[src/rtl/irq_pending_collector_if.sv]
// Bus bundle for the interrupt pending collector: request/mask/ack inputs
// and the registered pending/irq/grant/merged-count outputs.
interface irq_pending_collector_if #(
   parameter int N     = 4,
   parameter int CNT_W = 8
);
   localparam int IDW = (N > 1) ? $clog2(N) : 1;

   logic [N-1:0]     req;
   logic [N-1:0]     mask;
   logic             ack;
   logic [IDW-1:0]   ack_id;
   logic [N-1:0]     pending;
   logic             irq;
   logic [IDW-1:0]   grant_id;
   logic             grant_vld;
   logic [CNT_W-1:0] merged;

   modport master (
      output req, mask, ack, ack_id,
      input  pending, irq, grant_id, grant_vld, merged
   );

   modport slave (
      input  req, mask, ack, ack_id,
      output pending, irq, grant_id, grant_vld, merged
   );
endinterface

[src/rtl/irq_pending_collector.sv]
// Captures rising edges on N request lines as sticky pending bits, raises a
// registered irq with the lowest enabled pending index, and counts merged events.
module irq_pending_collector #(
   parameter int N     = 4,
   parameter int CNT_W = 8
) (
   input logic                    clk,
   input logic                    rst,
   irq_pending_collector_if.slave bus
);
   localparam int IDW  = (N > 1) ? $clog2(N) : 1;
   localparam int INCW = $clog2(N + 1);
   localparam int SUMW = ((CNT_W > INCW) ? CNT_W : INCW) + 1;
   localparam logic [CNT_W-1:0] CNT_MAX = '1;

   logic [N-1:0]     r_reqQ;
   logic [N-1:0]     r_pending;
   logic             r_irq;
   logic             r_grantVld;
   logic [IDW-1:0]   r_grantId;
   logic [CNT_W-1:0] r_merged;

   logic [N-1:0]     w_edge;
   logic [N-1:0]     w_clr;
   logic [N-1:0]     w_merge;
   logic [N-1:0]     w_pendingNext;
   logic [N-1:0]     w_active;
   logic             w_any;
   logic [IDW-1:0]   w_lowId;
   logic [INCW-1:0]  w_mergeInc;
   logic [SUMW-1:0]  w_sum;
   logic [CNT_W-1:0] w_mergedNext;

   assign w_edge = bus.req & ~r_reqQ;

   // Ids that do not name a real line (possible when N is not a power of two) match nothing
   always_comb begin
      w_clr = '0;
      if (bus.ack) begin
         for (int i = 0; i < N; i++) begin
            if (bus.ack_id == IDW'(i)) begin
               w_clr[i] = 1'b1;
            end
         end
      end
   end

   // A new edge beats a same-cycle ack so no event is ever lost
   assign w_pendingNext = w_edge | (r_pending & ~w_clr);
   assign w_merge       = w_edge & r_pending & ~w_clr;

   always_comb begin
      w_mergeInc = '0;
      for (int i = 0; i < N; i++) begin
         w_mergeInc = w_mergeInc + INCW'(w_merge[i]);
      end
   end

   assign w_sum        = SUMW'(r_merged) + SUMW'(w_mergeInc);
   assign w_mergedNext = (w_sum > SUMW'(CNT_MAX)) ? CNT_MAX : w_sum[CNT_W-1:0];

   assign w_active = r_pending & bus.mask;
   assign w_any    = |w_active;

   always_comb begin
      w_lowId = '0;
      for (int i = N - 1; i >= 0; i--) begin
         if (w_active[i]) begin
            w_lowId = IDW'(i);
         end
      end
   end

   // Edge history resets to all ones so lines already high at release are not events
   always_ff @(posedge clk) begin
      if (rst) begin
         r_reqQ     <= '1;
         r_pending  <= '0;
         r_irq      <= 1'b0;
         r_grantVld <= 1'b0;
         r_grantId  <= '0;
         r_merged   <= '0;
      end else begin
         r_reqQ     <= bus.req;
         r_pending  <= w_pendingNext;
         r_irq      <= w_any;
         r_grantVld <= w_any;
         r_grantId  <= w_lowId;
         r_merged   <= w_mergedNext;
      end
   end

   assign bus.pending   = r_pending;
   assign bus.irq       = r_irq;
   assign bus.grant_vld = r_grantVld;
   assign bus.grant_id  = r_grantId;
   assign bus.merged    = r_merged;

   a_vldMatchesIrq : assert property (@(posedge clk) r_grantVld == r_irq);
   a_mergedMonotonic : assert property (@(posedge clk) disable iff (rst)
      1'b1 |=> (r_merged >= $past(r_merged)));
endmodule

[src/flat_wrapper.sv]
// flat-port wrapper written by rule: the top's interface ports become plain ports
module irq_pending_collector_flat 
#(
   parameter int N     = 4,
   parameter int CNT_W = 8
)
  (clk, rst, bus_req, bus_mask, bus_ack, bus_ack_id, bus_pending, bus_irq, bus_grant_id, bus_grant_vld, bus_merged);
  irq_pending_collector_if #(.N(N), .CNT_W(CNT_W)) bus_i ();
  input logic clk;
  input logic rst;
  input wire logic [$bits(bus_i.req)-1:0] bus_req;
  input wire logic [$bits(bus_i.mask)-1:0] bus_mask;
  input wire logic [$bits(bus_i.ack)-1:0] bus_ack;
  input wire logic [$bits(bus_i.ack_id)-1:0] bus_ack_id;
  output wire logic [$bits(bus_i.pending)-1:0] bus_pending;
  output wire logic [$bits(bus_i.irq)-1:0] bus_irq;
  output wire logic [$bits(bus_i.grant_id)-1:0] bus_grant_id;
  output wire logic [$bits(bus_i.grant_vld)-1:0] bus_grant_vld;
  output wire logic [$bits(bus_i.merged)-1:0] bus_merged;
  assign bus_i.req = bus_req;
  assign bus_i.mask = bus_mask;
  assign bus_i.ack = bus_ack;
  assign bus_i.ack_id = bus_ack_id;
  assign bus_pending = bus_i.pending;
  assign bus_irq = bus_i.irq;
  assign bus_grant_id = bus_i.grant_id;
  assign bus_grant_vld = bus_i.grant_vld;
  assign bus_merged = bus_i.merged;
  irq_pending_collector #(.N(N), .CNT_W(CNT_W)) u_core (.clk(clk), .rst(rst), .bus(bus_i));
endmodule
[config.mk]
export PLATFORM = sky130hd
export DESIGN_NAME = irq_pending_collector_flat
export DESIGN_NICKNAME = d
export VERILOG_FILES = /design/src/rtl/irq_pending_collector_if.sv /design/src/rtl/irq_pending_collector.sv /design/src/flat_wrapper.sv
export SDC_FILE = /design/constraint.sdc
export NUM_CORES = 1
export LEC_CHECK = 0
export ABC_CLOCK_PERIOD_IN_PS = 5300
export CORE_MARGIN = 2
export CORE_UTILIZATION = 48
export DETAILED_ROUTE_END_ITERATION = 8
export GPL_TIMING_DRIVEN = 0
export PLACE_DENSITY = 0.86
export SETUP_SLACK_MARGIN = 0.02
export SYNTH_ARGS = -nofsm -noshare
export SYNTH_HDL_FRONTEND = slang
export SYNTH_SLANG_ARGS = --single-unit
[constraint.sdc]
create_clock -name clk -period 5.3 [get_ports clk]
set_clock_uncertainty 0.1 [all_clocks]
set_input_delay 0.795 -clock clk [delete_from_list [all_inputs] [get_ports clk]]
set_output_delay 0.795 -clock clk [all_outputs]
set_load 0.05 [all_outputs]
After elaboration in Yosys (flattened, before gate mapping)
Cells that the tools add are included.

Add/subtract/negate cells: 4. $lt $le $gt $ge: 1. Equal/unequal tests: 3. Mux-type cells: 9. Bitwise gates (word level): 8. Reduce and logical (&&, ||, !) cells: 4.

Operators by type and width (count): 4-bit AND (5); 8-bit by 3-bit adder with 9-bit output (1); 9-bit by 8-bit greater-than comparator with 1-bit output, second input constant (1); 8-bit two-way mux (1); 4-bit NOT (2); 3-bit by 1-bit adder with 3-bit output (2); 1-bit two-way mux (5); 2-bit == test, second input constant (2); 2-bit two-way mux (2); 4-bit two-way mux (1); 4-bit OR (1); 4-bit OR reduction (1); 3-bit OR reduction (1); 1-bit by 1-bit adder with 2-bit output (1); 2-bit by 1-bit == test with 1-bit output, second input constant (1); 2-bit logical NOT (1); 2-bit OR reduction (1).

Register bits: 19. Bits of input ports: 13. Output and inout port bits: 16.

Depth between registers and ports, before layout
Gate-level depths: netlist (run 1).

Word-level depth: 11. Gate-level depth with buffers: 11.

Worst setup path after synthesis (run 1)
OpenSTA, ideal clock, no wires.

Kind: input to register. From: in bus_ack_id[1]. To: reg u_core.r_merged[4], in the netlist u_core.bus.merged[4]. Arrival: 3203 ps. Path slack: 1911 ps. Stages: 11. Buffers on the path: 0. Cells stage by stage: nand2b_1 -> o21ai_0 -> nor2_1 -> ha_1 -> fa_1 -> ha_1 -> inv_1 -> fa_1 -> and2b_1 -> o21ai_0 -> a211oi_1.

Cells in the longest elaborated chain, start to end: 11. Elaborated cells between the ends (all ways): 17.

RTL lines: start, declared (RTL line flat_wrapper.sv:14) `input wire logic [$bits(bus_i.ack_id)-1:0] bus_ack_id;`; 2-bit by 1-bit == test with 1-bit output / 2-bit logical NOT (equally long branches) (RTL line irq_pending_collector.sv:41) `if (bus.ack_id == IDW'(i)) begin`; 1-bit two-way mux (RTL line irq_pending_collector.sv:41); 4-bit two-way mux * (RTL line irq_pending_collector.sv:39) `if (bus.ack) begin`; 4-bit NOT * (RTL line irq_pending_collector.sv:50) `assign w_merge = w_edge & r_pending & ~w_clr;`; 4-bit AND * (RTL line irq_pending_collector.sv:50); 1-bit by 1-bit adder with 2-bit output (RTL line irq_pending_collector.sv:55) `w_mergeInc = w_mergeInc + INCW'(w_merge[i]);`; 3-bit by 1-bit adder with 3-bit output (RTL line irq_pending_collector.sv:55); 3-bit by 1-bit adder with 3-bit output * (RTL line irq_pending_collector.sv:55); 8-bit by 3-bit adder with 9-bit output * (RTL line irq_pending_collector.sv:59) `assign w_sum = SUMW'(r_merged) + SUMW'(w_mergeInc);`; 9-bit by 8-bit greater-than comparator with 1-bit output (RTL line irq_pending_collector.sv:60) `assign w_mergedNext = (w_sum > SUMW'(CNT_MAX)) ? CNT_MAX : w_sum[CNT_W-1:0];`; 8-bit two-way mux * (RTL line irq_pending_collector.sv:60); end signal, assigned (RTL line irq_pending_collector.sv:89) `r_merged <= w_mergedNext;`; end, declared (RTL line irq_pending_collector.sv:21) `logic [CNT_W-1:0] r_merged;`.

Mark *: on every way between the ends. The rest lies on a longest branch, timed or not. A chain may end at the register's enable or synchronous reset.

Final worst setup path (run 1)
From: in bus_ack_id[1]. To: reg u_core.r_merged[5], in the netlist u_core.bus.merged[5].

Same word-level chain as after synthesis.

==> flow_summary_export.csv, run 1 <==
group,metric,value,unit
timing,period_share,71.4,%
outcome,status,"completed",
pwr,leakage,0.486,nW
clocking,tritoncts,"done",
routing,drtPass1Iterations,4,
final_layout,drive_gt1_share,9.85,%
pwr,power_per_cell_area,212,mW/mm^2
pwr,seqPwrFrac,56.0,%
floorplanning,start_util,52.0,%
placement,post-dp-hpwl,1.61,mm
timing,hold_violations,0,
synth,synthArstFlopShare,0,%
setup_path,path_class,"in2reg",
routing,ant_nets,0,
placement,portBuffers,28,
placement,place.gp.congestion,0.781,
setup_path,required,5.44,ns
synth,yosys_most_used_dff,"dfxtp_1",
final_layout,fin_area,0.00126,mm^2
floorplanning,placementRows,15,
clocking,clk-insertion-delay-late,0.31,ns
synth,seq_area_frac_synth,41.5,%
setup_path,path_max_fanout,6,
pwr,swShare,27.3,%
clocking,numCtsBuffers,3,
grt,grt_pass1_wl,3.25,mm
grt,grt_max_degree,12,
synth,synth_warnings,0,
synth,syn_avg_cell_area,9.17,um^2
routing,drc,0,
placement,placed_cells,153,
routing,wirelength,2.02,mm
synth,ys_seq_elements,19,
final_layout,area_growth,37.0,%
timing,slew_violations,0,
pwr,power_frac_comb,15.2,%
final_layout,finalNonFillerCells,157,
routing,viasPerCell,5.22,
routing,drt_iter0_markers,9,
clocking,clk_path_buf_depth,2,
grt,grt_pass1_vias,724,
grt,antenna_found_initial,0,
synth,synth_cells,100,
job,cap_violations,0,
clocking,cts_resized,0,
placement,place_ws,1.24,ns
setup_path,r2r_setup_slack,2.31,ns
timing,rsz0062_at_grt,"false",
synth,yosys-top-cells-count,"dfxtp_1 (19), a21oi_1 (8), inv_1 (8), o21ai_0 (8)",
pwr,p_int,0.000194,W
grt,grt_overflow,0,
final_layout,n_antenna_cell,0,
placement,post_dp_cell_area,0.00123,mm^2
floorplanning,die_h,47.7,um
routing,vias,820,
routing,wl_per_cell,12.9,um
timing,tns,0,ns
floorplanning,die_area,0.00228,mm^2
synth,syn_area,917,um^2
clocking,cts.reportedPaths.clkPinSlew,0.11,ns
timing,max_freq,0.264,GHz
synth,synth_most_common_cell,"dfxtp_1",
clocking,htreeDepth,1,
floorplanning,core,0.00176,mm^2
pwr,irDropWorstVdd,167,uV
timing,setup_slack,1.51,ns
synth,synth_cell_type_count,30,
min_path,hp-class,"reg2reg",
setup_path,crit_path_end_kind,"flip-flop",
setup_path,crit_arrival,3.93,ns
synth,synth_edf_count,0,
timing,setup_viol,0,
synth,syn-num-nets,120,
pwr,clkPwrFrac,28.8,%
floorplanning,io_pins,29,
clocking,clockRootBuffer,"clkbuf_4",
clocking,post_cts_buffers,0,
setup_path,cp-start-kind,"input port",
timing,min_period,3.79,ns
synth,post-synth-top-area-cell,"dfxtp_1",
pwr,power_switching,0.0000727,W
clocking,hold_buffers,0,
floorplanning,fp.dieW,47.7,um
grt,grt.total_usage,20.7,%
final_layout,fin_nets,153,
timing,max_slew_margin,66.7,%
synth,yosysTopAreaCellShare,41.5,%
synth,synth_area_leaders,"dfxtp_1 (41%), ha_1 (6.8%), a21oi_1 (4.4%)",
clocking,cts.sinks,19,
timing,worst_pin_slew,0.498,ns
pwr,finalPower,0.000267,W
final cells by class:
cell class,instances,area [um^2]
Sequential cell,19,380
Clock inverter,1,5.00
Clock buffer,3,22.5
Multi-Input combinational cell,69,484
Inverter,8,30.0
Buffer,4,22.5
Tap cell,25,31.3
Timing Repair Buffer,28,280
Fill cell,143,508
sequential cells by signal (all words and copies together) (netlist names):
name and flops:
u_core.bus.irq 1, u_core.bus.pending 4, u_core.r_reqQ 4, u_core.bus.grant_id 2
u_core.bus.merged 8
metal layers:
metal | vias to the layer above | global-route usage [%] | wire [um]
met1 | 381 | 29.7 | 898
met3 | 5 | 3.40 | 72
met2 | 19 | 30.4 | 1010
met4 | 0 | 9.73 | 38
li1 | 415 | - | -
met5 | - | 0 | 0
final timing paths:
kind / start / to / cells past startpoint
setup / recovery: bus_ack_id[1] / u_core.bus.merged[5] / 12
hold / removal: u_core.r_reqQ[0] / u_core.bus.pending[0] / 2
setup reg to reg: u_core.bus.pending[1] / u_core.bus.merged[5] / 10
hold reg to reg: u_core.r_reqQ[0] / u_core.bus.pending[0] / 2
kinds of logic (layout without fill, tap and decap cells):
family          Yosys count  after routing  synth area share, %
buf+inv                  12             44                 5.73
flops                    19             19                 41.5
xor+xnor                  1              1                0.955
simple gates             33             33                 19.5
compound gates           28             28                 21.1
fa+ha+maj                 7              7                 11.2
per-stage QoR:
| step | utilization [%] | hold WS [ns] |
|---|---|---|
| final | 71.2 | 0.416 |
| after global routing | 71.2 | 0.453 |
| after CTS | 71.2 | 0.421 |
| after detailed placement | 69.6 | 0.404 |
| after global placement | 69.6 | 0.399 |
| after floorplan | - | 0.393 |
critical path: stages:
cell and delay, ns:
clkdlybuf4s50_1 0.42, nand2b_1 0.16, o21ai_0 0.21, nor2_1 0.09, ha_1 0.32, fa_1 0.38, ha_1 0.33, inv_1 0.06
fa_1 0.43, and2b_1 0.32, o2111ai_1 0.23, a31oi_1 0.19
cells in the final DEF, fill, tap and decap left out, types with 2 or more instances in the layout:
cell,synthesis,final
clkdlybuf4s50_1,0,28
dfxtp_1,19,19
inv_1,8,8
o21ai_0,8,8
a21oi_1,8,8
nand2b_1,6,6
nor2_1,6,6
nand2_1,5,5
ha_1,5,5
or2_2,4,4
or3_1,3,3
clkbuf_4,0,3
clkbuf_1,2,2
buf_4,2,2
and3_1,2,2
a31oi_1,2,2
nand3_1,2,2
o2111a_1,2,2
a211oi_1,2,2
fa_1,2,2
power groups by stage:
| stage | Clock [W] | Sequential, W | Combinational, W |
|---|---|---|---|
| 4_1_cts | 0.0000794 | 0.000150 | 0.0000406 |
| 5_1_grt | 0.0000840 | 0.000150 | 0.0000435 |
| 6_report | 0.0000768 | 0.000149 | 0.0000404 |
| 3_3_place_gp | 0 | 0.000153 | 0.0000398 |
| 3_5_place_dp | 0 | 0.000153 | 0.0000405 |
| 2_1_floorplan | 0 | 0.000163 | 0.0000116 |
No activity file was read; power rests on OpenSTA's default activity.
==> run 2, diff against run 1 <==
ABC_CLOCK_PERIOD_IN_PS = 3400   (was 5300)
CORE_UTILIZATION = 40   (was 48)
PLACE_DENSITY = 0.77   (was 0.86)
clock period = 3.4 ns   (was 5.3 ns; I/O delays follow)
==> run 2 against run 1 <==
- clock power is 46% higher
- wire length is 3.8% lower
- final area is 4.5% higher
- global-route usage is 5.6 points lower
- largest cell class unchanged
- die area is 18% higher
- critical endpoint is now u_core.bus.merged[4]
- sequential power is 56% higher
- clock-buffer cell count is 1 higher
- cell count is 1.9% higher
==> flow_summary_export.csv, run 2 (synthesis results as in run 1) <==
group,metric,value,unit
routing,drt_iter0_markers,13,
pwr,irDropWorstVdd,207,uV
routing,vias,814,
floorplanning,die_area,0.00269,mm^2
setup_path,path_class,"in2reg",
setup_path,path_max_fanout,6,
outcome,status,"completed",
pwr,seqPwrFrac,56.8,%
grt,grt.total_usage,15.2,%
floorplanning,core,0.00219,mm^2
clocking,cts.reportedPaths.clkPinSlew,0.11,ns
routing,route.met2.wl,939,um
final_layout,final_cell_mix,"clkdlybuf4s50_1 (27), dfxtp_1 (19), inv_1 (8), a21oi_1 (8), nor2_1 (6)",
setup_path,crit_path_end_kind,"flip-flop",
grt,grt_overflow,0,
final_layout,fin_nets,153,
pwr,clkPwrFrac,27.3,%
clocking,htreeDepth,1,
pwr,power_frac_comb,15.9,%
pwr,leakage,0.490,nW
routing,drc,0,
routing,viasPerCell,5.09,
timing,min_period,3.28,ns
floorplanning,io_pins,29,
floorplanning,fp.dieW,51.9,um
min_path,hold_depth,2,
placement,post-dp-hpwl,1.47,mm
clocking,clk-insertion-delay-late,0.29,ns
pwr,p_int,0.000305,W
setup_path,required,3.51,ns
placement,post_dp_cell_area,0.00123,mm^2
timing,hold_violations,0,
final_layout,n_antenna_cell,0,
min_path,hp-class,"reg2reg",
placement,portBuffers,28,
clocking,tritoncts,"done",
timing,max_slew_margin,66.2,%
clocking,numCtsBuffers,3,
placement,placed_cells,156,
pwr,swShare,25.7,%
placement,place_ws,-0.377,ns
grt,grt_pass1_vias,733,
setup_path,cp-start-kind,"input port",
timing,setup_slack,0.117,ns
clocking,clk_path_buf_depth,2,
routing,wirelength,1.95,mm
floorplanning,die_h,51.9,um
routing,route.met3.wl,70,um
timing,rsz0062_at_grt,"false",
grt,grt_max_degree,11,
pwr,power_per_cell_area,313,mW/mm^2
routing,highest_layer,"met4",
final_layout,drive_gt1_share,15.2,%
final_layout,fin_area,0.00131,mm^2
timing,tns,0,ns
routing,wl_per_cell,12.2,um
final_layout,fill_cells,182,
timing,setup_viol,0,
timing,period_share,96.5,%
routing,drtPass1Iterations,4,
floorplanning,placementRows,17,
floorplanning,start_util,41.9,%
grt,grt_pass1_wl,3.00,mm
placement,place.gp.congestion,0.793,
setup_path,r2r_cells,10,
timing,worst_pin_slew,0.505,ns
setup_path,crit_arrival,3.40,ns
final_layout,largest_reg_flops,8,
final_layout,finalNonFillerCells,160,
pwr,power_switching,0.000105,W
timing,max_freq,0.305,GHz
final_layout,regArea,380,um^2
routing,ant_nets,0,
final_layout,area_growth,43.1,%
timing,slew_violations,0,
final_layout,multiInputGateArea,536,um^2
clocking,cts.sinks,19,
final_layout,final_common_cell,"clkdlybuf4s50_1",
grt,antenna_found_initial,0,
routing,drt-met1-wl,898,um
job,cap_violations,0,
clocking,clockRootBuffer,"clkbuf_4",
==> run 2: layer usage <==
layer / track usage (%) / vias up
li1: - / 417
met3: 1.72 / 4
met4: 7.89 / 0
met2: 24.9 / 17
met5: 0 / -
met1: 19.4 / 376
==> run 2: worst paths after layout <==
| check | startpoint | endpoint | slack, ns |
|---|---|---|---|
| worst max register to register | u_core.bus.pending[1] | u_core.bus.merged[4] | 0.61 |
| worst max-delay path | bus_ack_id[1] | u_core.bus.merged[4] | 0.12 |
| worst min-delay path | u_core.bus.pending[0] | u_core.bus.pending[0] | 0.41 |
| worst min register to register | u_core.bus.pending[0] | u_core.bus.pending[0] | 0.41 |
==> run 2: stage by stage <==
stage | util, % | hold WS, ns | power, W
6_report | 59.9 | 0.405 | 0.000410
2_1_floorplan | - | 0.393 | 0.000272
3_3_place_gp | 56.3 | 0.400 | 0.000300
3_5_place_dp | 56.3 | 0.402 | 0.000301
4_1_cts | 57.8 | 0.420 | 0.000411
5_1_grt | 59.9 | 0.446 | 0.000427
==> run 2: final cells by class <==
| cell class | instances | share of cell area (%) |
|---|---|---|
| timing repair buffer | 28 | 21.5 |
| buffer | 4 | 1.72 |
| inverter | 8 | 2.29 |
| multi-input combinational | 69 | 40.8 |
| tap | 28 | 2.67 |
| clock buffer | 4 | 2.00 |
| sequential | 19 | 29.0 |
==> run 2: repair_timing <==
item | in CTS | in global routing
resized for setup | 4 | 9
setup buffers | 0 | 0
hold buffers | 0 | 0
endpoints found under the setup margin | 7 | 8
pin swaps | 0 | 3
==> run 2: power groups by stage <==
| stage | Combinational, W | Clock [W] | Sequential (W) |
|---|---|---|---|
| global route | 0.0000691 | 0.000124 | 0.000234 |
| CTS | 0.0000635 | 0.000115 | 0.000233 |
| floorplan | 0.0000181 | 0 | 0.000254 |
| finish | 0.0000651 | 0.000112 | 0.000233 |
| global placement | 0.0000622 | 0 | 0.000238 |
| detailed placement | 0.0000629 | 0 | 0.000238 |
==> run 2: critical path: stages <==
cell             delay, ns
clkdlybuf4s50_1       0.44
nand2b_4              0.16
o21ai_2               0.12
nor2_1                0.07
ha_1                  0.31
fa_2                  0.53
ha_2                  0.18
inv_1                 0.05
fa_1                  0.38
and2b_2               0.31
o21ai_1               0.10
a211oi_1              0.23
==> run 3, diff against run 2 <==
GPL_TIMING_DRIVEN = 1   (was 0)
SLEW_MARGIN = 5   (was not set)
==> run 3 against run 2 <==
- clock power barely moved
- total power is 1.2% higher
- register-to-register slack about the same
- critical path depth fell by 1
- combinational power up 3.7%
- via count increased by 1.6%
- critical path type unchanged
- largest power group unchanged
- highest routed layer unchanged
==> flow_summary_export.csv, run 3 (synthesis results as in run 1) <==
group,metric,value,unit
outcome,status,"completed",
setup_path,cp-start-kind,"input port",
routing,viasPerCell,4.98,
pwr,swShare,26.5,%
clocking,hold_buffers,0,
floorplanning,fp.dieW,51.9,um
setup_path,path_class,"in2reg",
clocking,clockRootBuffer,"clkbuf_4",
routing,drc,0,
setup_path,path_buf_inv,1,
floorplanning,io_pins,29,
final_layout,area_growth,45.8,%
routing,vias,827,
floorplanning,start_util,41.9,%
clocking,clk_path_buf_depth,2,
setup_path,worst_path_most_repeated_cell,"ha_1",
timing,max_slew_margin,65.8,%
pwr,p_int,0.000305,W
pwr,power_frac_comb,16.2,%
routing,drtPass1Iterations,4,
clocking,numCtsBuffers,3,
grt,grt_overflow,0,
timing,period_share,96.7,%
timing,worst_pin_slew,0.511,ns
grt,grt.total_usage,14.7,%
final_layout,final_cell_mix,"clkdlybuf4s50_1 (27), dfxtp_1 (19), buf_4 (10)",
final_layout,n_antenna_cell,0,
final_layout,final_core_util,61.1,%
grt,antenna_found_initial,0,
placement,portBuffers,28,
grt,grt_pass1_wl,2.99,mm
job,cap_violations,0,
setup_path,required,3.52,ns
final_layout,fin_nets,159,
setup_path,max_stage_delay,0.53,ns
clocking,clk-insertion-delay-late,0.30,ns
setup_path,crit_arrival,3.41,ns
final_layout,multiInputGateArea,507,um^2
routing,wirelength,1.94,mm
clocking,htreeDepth,1,
floorplanning,die_area,0.00269,mm^2
final_layout,drive_gt1_share,18.8,%
routing,drt_iter0_markers,15,
final_layout,final_common_cell,"clkdlybuf4s50_1",
floorplanning,placementRows,17,
placement,place.gp.congestion,0.791,
pwr,clkPwrFrac,27.6,%
pwr,leakage,0.535,nW
setup_path,crit_path_end_kind,"flip-flop",
pwr,power_per_cell_area,311,mW/mm^2
setup_path,path_max_fanout,6,
placement,post-dp-hpwl,1.44,mm
clocking,tritoncts,"done",
setup_path,slowest_stage,"clkdlybuf4s50_1",
routing,wl_per_cell,11.7,um
floorplanning,core,0.00219,mm^2
grt,grt_max_degree,21,
timing,slew_violations,0,
pwr,power_switching,0.000110,W
grt,grt_pass1_vias,715,
timing,tns,0,ns
routing,ant_nets,0,
final_layout,largest_reg_flops,8,
clocking,cts.reportedPaths.clkPinSlew,0.11,ns
setup_path,critPathTopFamily,"adder cells",
timing,hold_violations,0,
setup_path,cp_cell_sequence,"clkdlybuf4s50_1, nand2b_4, o21ai_2, nor2_1, ha_1, fa_1, ha_1, ha_1, a211oi_2, or3_1, a221oi_2",
min_path,hp-class,"reg2reg",
pwr,irDropWorstVdd,226,uV
timing,setup_viol,0,
floorplanning,die_h,51.9,um
final_layout,regArea,380,um^2
timing,min_period,3.29,ns
timing,max_freq,0.304,GHz
pwr,seqPwrFrac,56.2,%
clocking,cts.sinks,19,
final_layout,fill_cells,190,
-- run 3: changes by cell type in the layout (fill, tap and decap cells not counted) --
cell and delta:
ha_4 -1, clkinv_2 +1, o2111ai_4 -1, ha_2 -1, o2111ai_2 +1, clkbuf_1 -3, fa_2 -1, fa_1 +1
buf_4 +8, ha_1 +2
-- run 3: final cells by class --
type / count / share of cell area (%)
Clock buffer: 3 / 1.68
Clock inverter: 1 / 0.374
Inverter: 8 / 2.25
Multi-Input combinational cell: 69 / 37.9
Sequential cell: 19 / 28.4
Tap cell: 28 / 2.62
Timing Repair Buffer: 38 / 26.8
-- run 3: power groups by stage --
stage	clock network [W]	registers [W]	logic, W
after floorplan	0	0.000254	0.0000181
after global placement	0	0.000238	0.0000634
after detailed placement	0	0.000238	0.0000644
after CTS	0.000122	0.000233	0.0000646
after global routing	0.000128	0.000234	0.0000716
final	0.000115	0.000233	0.0000675
-- run 3: repair_timing --
item                                    CTS  global route
endpoints found under the setup margin    3             8
setup buffers                             0             1
pin swaps                                 0             3
resized for setup                         1             8
-- run 3: path summary, 6_finish.rpt --
check | start | to | slack [ns] | depth (start not counted)
max | bus_ack | u_core.bus.merged[7] | 0.11 | 11
min | u_core.bus.merged[6] | u_core.bus.merged[6] | 0.43 | 2
max reg2reg | u_core.bus.pending[1] | u_core.bus.merged[7] | 0.60 | 9
min reg2reg | u_core.bus.merged[6] | u_core.bus.merged[6] | 0.43 | 2
-- run 3: worst min-delay path: cells and delay by family, from the launching register on --
family	cells	cell delay (ns)
AOI/OAI and AO/OA	1	0.06
DFF	1	0.36
buffers and inverters	1	0.07
-- run 3: metrics by stage --
step	cells	total power (W)	hold slack, ns	setup slack [ns]	instance area, um^2
after floorplan	100	0.000272	0.393	0.286	917
after global placement	161	0.000301	0.405	-0.252	1280
after detailed placement	161	0.000302	0.405	-0.297	1280
after CTS	165	0.000419	0.421	0.0410	1310
after global routing	166	0.000434	0.462	-0.00248	1340
final	166	0.000415	0.426	0.111	1340
-- run 3: routing by layer --
layer	up-vias	track usage (%)	wire length [um]
li1	430	-	-
met2	25	20.7	903
met3	2	1.72	74
met5	-	0	0
met1	370	21.0	937
met4	0	9.21	29
